==> config.mk <==
export PLATFORM = sky130hd
export DESIGN_NAME = uart_tx_sched
export DESIGN_NICKNAME = d
export VERILOG_FILES = /design/src/rtl/uart_tx_sched.sv
export SDC_FILE = /design/constraint.sdc
export NUM_CORES = 1
export LEC_CHECK = 0
export CORE_UTILIZATION = 51
export DETAILED_ROUTE_END_ITERATION = 6
export HOLD_SLACK_MARGIN = 0.06
export PLACE_DENSITY = 0.86
export SLEW_MARGIN = 20
export SYNTH_ARGS = -nofsm -noshare
export SYNTH_HDL_FRONTEND = slang
export SYNTH_SLANG_ARGS = --single-unit
==> constraint.sdc <==
create_clock -name sys_clk -period 4.3 [get_ports sys_clk]
set_clock_uncertainty 0.05 [all_clocks]
set_input_delay 1.075 -clock sys_clk [delete_from_list [all_inputs] [get_ports sys_clk]]
set_output_delay 1.075 -clock sys_clk [all_outputs]
set_load 0.005 [all_outputs]
==> src/rtl/uart_tx_sched.sv <==
// uart_tx_sched: round-robin scheduler sharing one UART transmitter among N
// byte-stream requesters. A winner holds the transmitter for a whole frame
// (until its byte flagged last has gone out); each byte is paced against
// is_transmitting, with a stall watchdog when the UART never goes busy.
//
// Optional feature: define UART_TX_SCHED_CRLF_EN to append 8'h0d, 8'h0a to
// every frame (no req_ack, counted in bytes_sent, lock held until LF is done).
//
// Ports:
//   sys_clk, rst_n         clock, asynchronous active-low reset
//   req_valid/data/last    per-requester byte offer (data of i at [8i+7:8i])
//   req_ack                one-cycle pulse: requester's byte was latched
//   transmit, tx_byte      launch pulse and byte to the UART
//   is_transmitting        UART busy flag
//   active, owner          frame in progress, one-hot current/last owner
//   bytes_sent             launched byte count (wraps)
//   err_stall              sticky: a launch was never acknowledged by busy
module uart_tx_sched #(
    parameter int unsigned N            = 4,
    parameter int unsigned STALL_CYCLES = 16,
    parameter int unsigned CNT_W        = 16
) (
    input  logic             sys_clk,
    input  logic             rst_n,
    input  logic [N-1:0]     req_valid,
    input  logic [8*N-1:0]   req_data,
    input  logic [N-1:0]     req_last,
    output logic [N-1:0]     req_ack,
    output logic             transmit,
    output logic [7:0]       tx_byte,
    input  logic             is_transmitting,
    output logic             active,
    output logic [N-1:0]     owner,
    output logic [CNT_W-1:0] bytes_sent,
    output logic             err_stall
);

    localparam int unsigned PTR_W   = (N > 1) ? $clog2(N) : 1;
    localparam int unsigned STALL_W = $clog2(STALL_CYCLES + 1);

    typedef enum logic [2:0] {
        IDLE,
        LAUNCH,
        WAIT_BUSY,
        WAIT_DONE,
`ifdef UART_TX_SCHED_CRLF_EN
        HOLD,
        CR,
        LF
`else
        HOLD
`endif
    } state_t;

    state_t             state;
    logic [PTR_W-1:0]   ptr;
    logic [PTR_W-1:0]   own_idx;
    logic               last_q;
    logic [STALL_W-1:0] stall_cnt;
`ifdef UART_TX_SCHED_CRLF_EN
    logic [1:0]         tail;       // 0: data byte, 1: CR sent, 2: LF sent
`endif

    logic               win_found_c;
    logic [PTR_W-1:0]   win_idx_c;
    logic [PTR_W-1:0]   sel_idx_c;
    logic [N-1:0]       onehot_c;
    logic [7:0]         sel_data_c;
    logic               sel_last_c;
    logic               launch_c;
    logic               stall_hit_c;
    logic               byte_done_c;
    logic [PTR_W-1:0]   nxt_ptr_c;

    // First valid requester scanning upward from ptr, modulo N.
    always_comb begin
        win_found_c = 1'b0;
        win_idx_c   = '0;
        for (int k = int'(N) - 1; k >= 0; k--) begin
            if (req_valid[PTR_W'((int'(ptr) + k) % int'(N))]) begin
                win_found_c = 1'b1;
                win_idx_c   = PTR_W'((int'(ptr) + k) % int'(N));
            end
        end
    end

    // Launch source: arbitration winner from IDLE, locked owner from HOLD.
    always_comb begin
        sel_idx_c   = (state == HOLD) ? own_idx : win_idx_c;
        onehot_c    = N'(1) << sel_idx_c;
        sel_data_c  = req_data[{sel_idx_c, 3'b000} +: 8];
        sel_last_c  = req_last[sel_idx_c];
        launch_c    = ((state == IDLE) && !is_transmitting && win_found_c) ||
                      ((state == HOLD) && req_valid[own_idx]);
        stall_hit_c = (stall_cnt >= STALL_W'(STALL_CYCLES - 1));
        // A byte is finished when busy drops, or when the watchdog gives up on it.
        byte_done_c = !is_transmitting &&
                      ((state == WAIT_DONE) || ((state == WAIT_BUSY) && stall_hit_c));
        nxt_ptr_c   = (own_idx == PTR_W'(N - 1)) ? '0 : own_idx + PTR_W'(1);
    end

    // Scheduler FSM with registered outputs; transmit/req_ack default low each cycle.
    always_ff @(posedge sys_clk or negedge rst_n) begin
        if (!rst_n) begin
            state      <= IDLE;
            ptr        <= '0;
            own_idx    <= '0;
            owner      <= '0;
            active     <= 1'b0;
            transmit   <= 1'b0;
            req_ack    <= '0;
            tx_byte    <= 8'h00;
            last_q     <= 1'b0;
            bytes_sent <= '0;
            err_stall  <= 1'b0;
            stall_cnt  <= '0;
`ifdef UART_TX_SCHED_CRLF_EN
            tail       <= 2'd0;
`endif
        end else begin
            transmit <= 1'b0;
            req_ack  <= '0;
            case (state)
                IDLE, HOLD: begin
                    // Data is latched here so the pulse cycle (LAUNCH) already carries it.
                    if (launch_c) begin
                        own_idx    <= sel_idx_c;
                        owner      <= onehot_c;
                        active     <= 1'b1;
                        transmit   <= 1'b1;
                        req_ack    <= onehot_c;
                        tx_byte    <= sel_data_c;
                        last_q     <= sel_last_c;
                        bytes_sent <= bytes_sent + CNT_W'(1);
`ifdef UART_TX_SCHED_CRLF_EN
                        tail       <= 2'd0;
`endif
                        state      <= LAUNCH;
                    end
                end
                LAUNCH: begin
                    stall_cnt <= STALL_W'(1);
                    state     <= WAIT_BUSY;
                end
                WAIT_BUSY: begin
                    if (is_transmitting) begin
                        state <= WAIT_DONE;
                    end else if (stall_hit_c) begin
                        err_stall <= 1'b1;
                    end else begin
                        stall_cnt <= stall_cnt + STALL_W'(1);
                    end
                end
                WAIT_DONE: begin
                end
`ifdef UART_TX_SCHED_CRLF_EN
                CR: begin
                    transmit   <= 1'b1;
                    tx_byte    <= 8'h0d;
                    bytes_sent <= bytes_sent + CNT_W'(1);
                    tail       <= 2'd1;
                    state      <= LAUNCH;
                end
                LF: begin
                    transmit   <= 1'b1;
                    tx_byte    <= 8'h0a;
                    bytes_sent <= bytes_sent + CNT_W'(1);
                    tail       <= 2'd2;
                    state      <= LAUNCH;
                end
`endif
                default: state <= IDLE;
            endcase

            // Byte completion: continue the frame, start the trailer, or release the lock.
            if (byte_done_c) begin
`ifdef UART_TX_SCHED_CRLF_EN
                if (tail == 2'd2) begin
                    active <= 1'b0;
                    ptr    <= nxt_ptr_c;
                    state  <= IDLE;
                end else if (tail == 2'd1) begin
                    state <= LF;
                end else if (last_q) begin
                    state <= CR;
                end else begin
                    state <= HOLD;
                end
`else
                if (last_q) begin
                    active <= 1'b0;
                    ptr    <= nxt_ptr_c;
                    state  <= IDLE;
                end else begin
                    state <= HOLD;
                end
`endif
            end
        end
    end

endmodule

==> Flow_metrics.wiki, run 1 <==
{| class="wikitable"
! Metric !! Value
|-
| Crit start category || input port
|-
| Static leakage power || 1.50 nW
|-
| Number of gates given a new drive strength after cts || 0
|-
| Number of warnings reported in the yosys synthesis log || 0
|-
| Chain of cells forming the critical path || clkdlybuf4s50_1, nor2b_1, a311oi_2, o31ai_4, mux2i_1, a221oi_2
|-
| Vertical extent of the die || 74.6 um
|-
| Die Outline Area || 0.00556 mm2
|-
| Power per cell area || 531 mW/mm2
|-
| Buffer depth of the longest clock path || 2
|-
| Critical path buffers and inverters || 1
|-
| Number of max-slew violations in the final report || 0
|-
| Initial core utilization || 52.9%
|-
| Cell family with most CP delay || compound AO/OA/AOI/OAI gates
|-
| Worst hold path startpoint || bytes_sent[15]
|-
| Routed length per placed instance || 14.7 um
|-
| Required time reported for the critical path endpoint || 4.46 ns
|-
| Peak ir drop on the vdd network || 0.288 mV
|-
| Top fanout value on the critical path || 20
|-
| Global Route Usage Sum || 23.4%
|-
| Hold EP || bytes_sent[15]
|-
| Tightest slew margin relative to the limit || 26.7%
|-
| Initial DRC Count || 93
|-
| Worst setup path class || in2reg
|-
| Clock H-tree levels || 2
|-
| Total number of vias || 2196
|-
| Total area of multi-input combinational cells || 0.00137 mm2
|-
| Post-CTS Setup Repair Bufs || 0
|-
| Reg-to-Reg Start || ptr[1]
|-
| Number of cells on the worst hold path || 1
|-
| Minimum hold slack || 0.425 ns
|-
| Ports placed on the boundary || 78
|-
| Crit path time final || 3.43 ns
|-
| Worst-case reg-to-reg path depth || 5
|-
| Final Wtd Congestion || 0.786
|-
| Aggregate routed wire length || 5850 um
|-
| Number of routed nets with antenna violations || 0
|-
| Hold bufs inserted after CTS || 0
|-
| Total clock buffers created by CTS || 5
|-
| Number of distinct library cell variants in the gate-level netlist after synthesis || 53
|-
| Kind of end point of the critical path || register
|-
| Post-synthesis instance area || 0.00269 mm2
|-
| Capture instance of the worst register-to-register path || last_q
|-
| Total of flip-flops plus latches after synthesis || 48
|-
| Largest area contributor in the netlist || dfrtp_1
|-
| Outcome || complete, no violations
|-
| Critical path's slowest cell || o31ai_4
|-
| CTS Root Cell || clkbuf_8
|-
| Achievable Freq || 0.292 GHz
|-
| # Max-Cap Violations || 0
|-
| Ratio of cells with drive above 1 in the final layout || 9.76%
|-
| Final hold violation count || 0
|-
| Unrepaired setup endpoints after global routing || false
|-
| CTS Sinks || 48
|-
| Largest net degree at the start of global routing || 49
|-
| Number of placed instances with taps included || 390
|-
| Area share of the largest cell type after synthesis || 44.7%
|-
| Horizontal die dimension || 74.6 um
|-
| Antenna violations before repair || 0
|-
| Sequential-to-total area share from yosys stat || 44.7%
|-
| Area of the core || 0.00507 mm2
|-
| Count of input and output buffers || 77
|-
| Area overhead of the layout relative to synthesis || 33.6%
|-
| Area taken by flip-flops and latches || 0.00120 mm2
|-
| Total global routing overflow || 0
|-
| Top post-synthesis cells by area || dfrtp_1, mux2i_1, xnor2_1
|-
| Global-route wire length before repair || 9720 um
|-
| Clock Pin Slew Worst Setup and Hold Paths || 0.08 ns
|-
| Slew @ Worst Pin || 1.10 ns
|-
| Clock tree from TritonCTS || built
|-
| Final setup viols || 0
|-
| Mean Syn Cell Area || 10.6 um2
|-
| Per-cell via count in the routed design || 5.52
|-
| Core Rows || 26
|-
| First drt pass iteration count || 4
|-
| Layout fillers || 397
|-
| Setup slack of the most critical reg-to-reg path || 1.76 ns
|-
| Period utilisation layout || 79.7%
|-
| CP Data Arrival Time || 3.59 ns
|-
| Nets || 374
|-
| Post-detailed-placement cell area || 0.00346 mm2
|-
| Clk_lat worst skew || 0.30 ns
|-
| Design Area, Final || 0.00359 mm2
|-
| Non-Filler Instances || 398
|-
| Crit path largest cell delay || 1.01 ns
|-
| Number of instances in the synthesized netlist || 254
|-
| Number of global-route vias before repair || 2162
|-
| DRC viols || 0
|-
| Aggregate negative setup slack || 0 ns
|-
| Hold Path Class || reg2reg
|-
| Power Total || 1.90 mW
|-
| Antenna diodes || 0
|-
| Synthesized net count || 301
|-
| HPWL after detailed placement || 4290 um
|}
## worst reg2reg max path, stage by stage, from the launching register on
cell and delay, ns:
dfrtp_1 0.45, nand2_1 0.12, a311oi_2 0.30, o31ai_4 1.01, mux2i_1 0.22, a221oi_2 0.31
## where the power goes
part / switching [mW] / total [mW] / internal, mW
sequential: 0.153 / 0.743 / 0.589
combinational: 0.372 / 0.820 / 0.448
clock: 0.151 / 0.341 / 0.190
## synth_stat cells (all sizes together)
cell type / instances
a22oi: 1
or4: 1
and2: 4
nor4: 2
o32ai: 3
nor3: 7
xor2: 2
a22o: 2
a221oi: 6
nand3: 9
mux4: 1
buf: 10
o21ai: 7
or3b: 1
o31ai: 1
nor2b: 2
a21o: 1
a311oi: 1
or3: 3
ha: 4
inv: 8
nand4: 5
o211a: 3
and3: 5
a211oi: 1
and2b: 1
a21oi: 9
mux2: 3
nand2: 21
mux2i: 16
nand2b: 7
o22ai: 3
xnor2: 13
a41oi: 4
nor3b: 4
o21bai: 1
o31a: 1
nor2: 26
dfrtp: 48
clkbuf: 2
o21a: 5
## worst max-delay path by stage
stage / startpoint / to / slack [ns] / cells past startpoint
6_report: req_valid[2] / last_q / 0.87 / 6
5_1_grt: req_valid[2] / last_q / 0.67 / 6
4_1_cts: req_valid[2] / last_q / 0.89 / 6
3_5_place_dp: req_valid[2] / tx_byte[3] / 0.55 / 6
3_3_place_gp: req_valid[2] / last_q / 0.75 / 6
2_1_floorplan: req_valid[1] / own_idx[1] / 1.79 / 5
## routing by layer
metal / up-vias / track usage, % / routed length [um]
met4: 0 / 9.22 / 92
met3: 9 / 5.83 / 306
met5: - / 0 / 0
met1: 1065 / 27.9 / 2530
met2: 64 / 40.6 / 2930
li1: 1058 / - / -
## sequential cells by signal (all words and copies together) (netlist names)
name,count
state,3
tx_byte,8
ptr,2
last_q,1
err_stall,1
active,1
owner,4
bytes_sent,16
own_idx,2
req_ack,4
stall_cnt,5
transmit,1
## layout make-up
class,count,area share [%]
multi-input cells,186,38.2
clock buffers,6,2.30
inverters,8,0.837
clock inverters,2,1.08
well taps,70,2.44
flip-flops and latches,48,33.5
repair buffers,78,21.6
## cells in the final DEF (no fill, tap or decap), drive strengths merged, types with 2 or more instances in the layout
| cell type | instances |
|---|---|
| nor2b | 2 |
| a221oi | 6 |
| ha | 4 |
| mux2i | 16 |
| inv | 8 |
| o21ai | 7 |
| o21a | 5 |
| o32ai | 3 |
| nor3 | 7 |
| clkdlybuf4s50 | 76 |
| xnor2 | 13 |
| a22o | 2 |
| o211a | 3 |
| or3 | 3 |
| nor3b | 4 |
| nor4 | 2 |
| nor2 | 26 |
| nand4 | 5 |
| and3 | 5 |
| xor2 | 2 |
| clkbuf | 6 |
| nand2b | 7 |
| nand3 | 9 |
| o22ai | 3 |
| a21oi | 9 |
| mux2 | 3 |
| dfrtp | 48 |
| a41oi | 4 |
| and2 | 4 |
| nand2 | 21 |
| buf | 2 |
## cells by family (layout without fill, tap and decap cells)
group	after synthesis	count (layout)	share of synthesized area (%)
AND/OR/NAND/NOR	98	98	20.0
flip-flops	48	48	44.7
AO/OA/AOI/OAI	49	49	15.8
adder cells (fa/ha/maj)	4	4	1.86
XOR/XNOR	15	15	4.89
buffers and inverters	20	94	4.52
multiplexers	20	20	8.20
## through the flow
stage | setup WS [ns] | utilization (%)
final | 0.872 | 70.7
after global routing | 0.670 | 70.7
after CTS | 0.891 | 70.7
after detailed placement | 0.554 | 68.3
after global placement | 0.752 | 68.3
after floorplan | 1.79 | -
Power figures use the tool's default switching activity.
==> run 2, diff against run 1 <==
CORE_UTILIZATION = 48   (was 51)
PLACE_DENSITY = 0.82   (was 0.86)
clock period = 3.2 ns   (was 4.3 ns; I/O delays follow)
==> run 2 against run 1 <==
  * Register-to-register slack worse by 0.79 ns
  * Sequential cell count stayed put
  * Sequential power is 36% higher
  * Final area is 0.38% lower
  * Non-clock buffer count is 4 higher
  * Wire length is 1.6% lower
==> Flow_metrics.wiki, run 2 (synthesized netlist as in run 1, its figures left out) <==
{| class="wikitable"
! Metric !! Value
|-
| Outcome || complete, no violations
|-
| Hold bufs inserted after CTS || 0
|-
| Peak ir drop on the vdd network || 0.322 mV
|-
| Nets || 378
|-
| Register name with the most flops || bytes_sent
|-
| Total number of vias || 2218
|-
| CTS Sinks || 48
|-
| Static leakage power || 1.50 nW
|-
| First drt pass iteration count || 4
|-
| Global Route Usage Sum || 21.3%
|-
| Die Outline Area || 0.00590 mm2
|-
| Crit start category || input port
|-
| CTS Root Cell || clkbuf_8
|-
| Area overhead of the layout relative to synthesis || 33.1%
|-
| Buffer depth of the longest clock path || 2
|-
| Number of gates given a new drive strength after cts || 0
|-
| # Max-Cap Violations || 0
|-
| Sequential Power Share || 40.8%
|-
| Ports placed on the boundary || 78
|-
| Reg-to-Reg Start || own_idx[1]
|-
| Number of max-slew violations in the final report || 0
|-
| Power dissipated by switching net loads || 904 uW
|-
| Final setup viols || 0
|-
| Period utilisation layout || 80.6%
|-
| Count of input and output buffers || 77
|-
| HPWL after detailed placement || 4260 um
|-
| Largest registers || bytes_sent x16, tx_byte x8, stall_cnt x5
|-
| Clock tree from TritonCTS || built
|-
| Total global routing overflow || 0
|-
| Unrepaired setup endpoints after global routing || false
|-
| Global-route wire length before repair || 10100 um
|-
| Ratio of cells with drive above 1 in the final layout || 10.3%
|-
| Initial DRC Count || 104
|-
| Vertical extent of the die || 76.8 um
|-
| Aggregate routed wire length || 5760 um
|-
| Per-cell via count in the routed design || 5.53
|-
| Chain of cells forming the critical path || clkdlybuf4s50_1, or4_4, a22oi_2, inv_2, and3_4, nand4_1, xnor2_1
|-
| Total internal power || 1.56 mW
|-
| Achievable Freq || 0.388 GHz
|-
| Post-CTS Setup Repair Bufs || 0
|-
| Required time reported for the critical path endpoint || 3.37 ns
|-
| Tightest slew margin relative to the limit || 59.9%
|-
| Cell family with most CP delay || simple AND/OR/NAND/NOR gates
|-
| Crit path largest cell delay || 0.55 ns
|-
| Final hold violation count || 0
|-
| Slew @ Worst Pin || 0.602 ns
|-
| DRC viols || 0
|-
| Number of routed nets with antenna violations || 0
|-
| Combinational share of power || 45.6%
|-
| Power per cell area || 690 mW/mm2
|-
| Largest net degree at the start of global routing || 49
|-
| Top fanout value on the critical path || 24
|-
| Worst hold path startpoint || bytes_sent[15]
|-
| Clock power share || 13.6%
|-
| Minimum hold slack || 0.428 ns
|-
| Antenna diodes || 0
|-
| Area of the core || 0.00524 mm2
|-
| Critical path buffers and inverters || 2
|-
| Sw Ratio || 36.7%
|-
| Clk_lat worst skew || 0.29 ns
|-
| Hold Path Class || reg2reg
|-
| Clock H-tree levels || 2
|-
| Total clock buffers created by CTS || 5
|-
| Initial core utilization || 51.3%
|-
| Kind of end point of the critical path || register
|-
| CP Launch Point || req_valid[1]
|-
| Aggregate negative setup slack || 0 ns
|-
| Most used cells in the layout excluding fill and tap cells || clkdlybuf4s50_1, dfrtp_1, nor2_1
|-
| Core Rows || 26
|-
| CP Data Arrival Time || 2.75 ns
|-
| Number of global-route vias before repair || 2222
|-
| Flip-flop count of the largest register, all copies and words added || 16
|-
| Antenna violations before repair || 0
|-
| Crit path time final || 2.58 ns
|-
| Routed length per placed instance || 14.4 um
|-
| Clock Pin Slew Worst Setup and Hold Paths || 0.08 ns
|-
| Critical path's slowest cell || or4_4
|-
| Final Wtd Congestion || 0.809
|-
| Most common cell after layout, fill and taps aside || clkdlybuf4s50_1
|-
| Worst setup path class || in2reg
|-
| Horizontal die dimension || 76.8 um
|}
[run 2: final cells by class]
cell class	instances	area, um2
clock buffer	6	72.6
clock inverter	1	5.00
fill	434	1660
inverter	8	30.0
multi-input combinational	186	1370
sequential	48	1200
tap	70	87.6
timing repair buffer	82	806
[run 2: power groups by stage]
| stage | Sequential, mW | Combinational (mW) | Clock [mW] |
|---|---|---|---|
| floorplan | 0.957 | 0.714 | 0 |
| global placement | 1.01 | 1.10 | 0 |
| detailed placement | 1.01 | 1.13 | 0 |
| CTS | 1.00 | 1.13 | 0.346 |
| global route | 1.04 | 1.24 | 0.367 |
| finish | 1.01 | 1.12 | 0.335 |
[run 2: stage by stage]
stage / utilization [%] / power [mW] / setup slack (ns) / instance area, um2 / std cells
2_1_floorplan: - / 1.67 / 0.968 / 2690 / 254
3_3_place_gp: 66.7 / 2.11 / 0.366 / 3490 / 394
3_5_place_dp: 66.7 / 2.14 / 0.306 / 3490 / 394
4_1_cts: 68.2 / 2.48 / 0.628 / 3570 / 401
5_1_grt: 68.3 / 2.64 / 0.533 / 3570 / 401
6_report: 68.3 / 2.47 / 0.620 / 3570 / 401
[run 2: per-layer routing]
layer / up-vias / wire (um) / GRT usage (%)
met5: - / 0 / 0
met4: 0 / 100 / 6.92
met3: 11 / 390 / 6.31
met2: 70 / 2710 / 34.8
met1: 1063 / 2560 / 26.7
li1: 1074 / - / -
[run 2: final timing paths]
| kind | to | slack (ns) | cells after the start |
|---|---|---|---|
| setup / recovery | bytes_sent[10] | 0.62 | 7 |
| hold / removal | bytes_sent[15] | 0.43 | 1 |
| setup reg to reg | bytes_sent[10] | 0.97 | 6 |
| hold reg to reg | bytes_sent[15] | 0.43 | 1 |
| max in group asynchronous | ptr[1] | 2.23 | 1 |
| min in group asynchronous | stall_cnt[2] | 0.46 | 1 |
==> run 3, diff against run 2 <==
CORE_UTILIZATION = 43   (was 48)
PLACE_DENSITY = 0.77   (was 0.82)
clock period = 2.2 ns   (was 3.2 ns; I/O delays follow)
==> run 3 against run 2 <==
  * Hold slack worse by 0.27 ns
  * Final area grew 10%
  * Cell count up 8.2%
  * Utilization decreased by 2.6 points
  * Clock-buffer cell count fell by 1
  * Sequential share of layout area down 3.0 points
  * Clock power increased by 120%
  * Via count rose by 3.2%
  * Combinational power increased by 79%
  * Largest cell class unchanged
  * Global-route usage shrank 0.53 points
==> Flow_metrics.wiki, run 3 (synthesized netlist as in run 1, its figures left out) <==
{| class="wikitable"
! Metric !! Value
|-
| CP Launch Point || stall_cnt[0]
|-
| Crit start category || register
|-
| Crit path time final || 2.12 ns
|-
| Antenna diodes || 0
|-
| Placement Setup Slack || -0.393 ns
|-
| Crit path largest cell delay || 0.42 ns
|-
| Global-route wire length before repair || 10300 um
|-
| Initial core utilization || 44.8%
|-
| Initial DRC Count || 96
|-
| Period utilisation layout || 96.2%
|-
| Final hold violation count || 0
|-
| Peak ir drop on the vdd network || 0.602 mV
|-
| Worst setup path class || reg2reg
|-
| Hold bufs inserted after CTS || 0
|-
| Clock Pin Slew Worst Setup and Hold Paths || 0.09 ns
|-
| End-of-flow core utilization || 65.6%
|-
| Total number of vias || 2290
|-
| Power per cell area || 1050 mW/mm2
|-
| Reg-to-Reg Start || stall_cnt[0]
|-
| Flip-flop count of the largest register, all copies and words added || 16
|-
| Crit path setup slack, layout || 0.0837 ns
|-
| Achievable Freq || 0.473 GHz
|-
| CTS Root Cell || clkbuf_8
|-
| CP Data Arrival Time || 2.25 ns
|-
| Most common cell after layout, fill and taps aside || clkdlybuf4s50_1
|-
| Ports placed on the boundary || 78
|-
| Power Total || 4.15 mW
|-
| Aggregate negative setup slack || 0 ns
|-
| Core Rows || 28
|-
| Area overhead of the layout relative to synthesis || 46.3%
|-
| Most used cells in the layout excluding fill and tap cells || clkdlybuf4s50_1, dfrtp_1, buf_4
|-
| Antenna violations before repair || 0
|-
| Outcome || complete, no violations
|-
| Nets || 406
|-
| Final setup viols || 0
|-
| Largest registers || bytes_sent x16, tx_byte x8, stall_cnt x5
|-
| Required time reported for the critical path endpoint || 2.34 ns
|-
| Layout fillers || 461
|-
| Ratio of cells with drive above 1 in the final layout || 19.2%
|-
| # Max-Cap Violations || 0
|-
| Register name with the most flops || bytes_sent
|-
| Area of the core || 0.00599 mm2
|-
| Per-cell via count in the routed design || 5.28
|-
| Kind of end point of the critical path || register
|-
| Number of global-route vias before repair || 2226
|-
| Die Outline Area || 0.00657 mm2
|-
| Non-Filler Instances || 434
|-
| HPWL after detailed placement || 4620 um
|-
| Chain of cells forming the critical path || ha_1, and3_1, ha_1, nor2_1, and2_1, a21oi_1, nand3_2, mux2_2
|-
| Final Wtd Congestion || 0.775
|-
| Largest net degree at the start of global routing || 27
|-
| Number of max-slew violations in the final report || 0
|-
| DRC viols || 0
|-
| Number of routed nets with antenna violations || 0
|-
| Critical path's slowest cell || dfrtp_1
|-
| Clock H-tree levels || 2
|-
| Global Route Usage Sum || 20.7%
|-
| Buffer depth of the longest clock path || 2
|-
| Number of placed instances with taps included || 417
|-
| Clock tree from TritonCTS || built
|-
| Clk_lat worst skew || 0.30 ns
|-
| Total clock buffers created by CTS || 5
|-
| Hold Path Class || in2async
|-
| Top fanout value on the critical path || 4
|-
| Horizontal die dimension || 81.0 um
|-
| Unrepaired setup endpoints after global routing || false
|-
| Vertical extent of the die || 81.0 um
|-
| Slew @ Worst Pin || 0.519 ns
|-
| Routed length per placed instance || 14.5 um
|-
| Count of input and output buffers || 77
|-
| CTS Sinks || 48
|-
| Cell repeated most along the worst path || ha_1
|-
| Tightest slew margin relative to the limit || 65.4%
|-
| Aggregate routed wire length || 6280 um
|-
| First drt pass iteration count || 4
|-
| Static leakage power || 1.70 nW
|-
| Total global routing overflow || 0
|}
## run 3: cell count changes in the layout (fill, tap and decap cells not counted), sizes merged
cell           change
buf               +28
clkdlybuf4s50      -4
dlygate4sd2        +3
bufinv             +2
clkbuf             -1
clkinv             -1
dlymetal6s2s       +1
## run 3: cell type report
type                    count  area, um2  area share (%)
multi-input cells         186       1400            35.6
flip-flops and latches     48       1200            30.6
clock buffers               5       68.8            1.75
clock inverters             2       60.1            1.53
repair buffers            110       1080            27.4
inverters                   8       32.5           0.827
well taps                  75       93.8            2.39
## run 3: power by group
part	switching, mW	total (mW)	internal, mW
registers	0.261	1.41	1.15
logic	0.852	2.00	1.14
clock network	0.291	0.738	0.447
total	1.40	4.15	2.74
## run 3: final timing paths
path	to	slack [ns]	depth (start not counted)
hold / removal	transmit	0.16	1
min in group sys_clk	bytes_sent[15]	0.42	1
max in group asynchronous	ptr[0]	1.41	2
setup reg to reg	ptr[0]	0.08	8
setup / recovery	ptr[0]	0.08	8
hold reg to reg	bytes_sent[15]	0.42	1
## run 3: per-stage QoR
step	hold slack, ns	instance area, um2
global route	0.189	3930
global placement	0.411	3670
CTS	0.173	3900
detailed placement	0.416	3670
finish	0.161	3930
floorplan	0.204	2690
## run 3: timing repair
item                       4_1_cts  5_1_grt
pin swaps                        4        1
setup endpoints to repair       11       18
cloned                           1        0
resized for setup                9        5
buffers inserted                 8        1
## run 3: routing by layer
metal | track usage [%] | wire length [um] | vias up
met4 | 4.29 | 23 | 0
met5 | 0 | 0 | -
met2 | 35.0 | 3130 | 72
met3 | 5.73 | 377 | 2
met1 | 26.5 | 2750 | 1097
li1 | - | - | 1119
## run 3: critical path: cells and delay by family (launching register included)
family / cells / cell delay, ns
AO/OA/AOI/OAI: 1 / 0.13
adder cells (fa/ha/maj): 2 / 0.41
flip-flops: 1 / 0.42
multiplexers: 1 / 0.34
AND/OR/NAND/NOR: 4 / 0.66
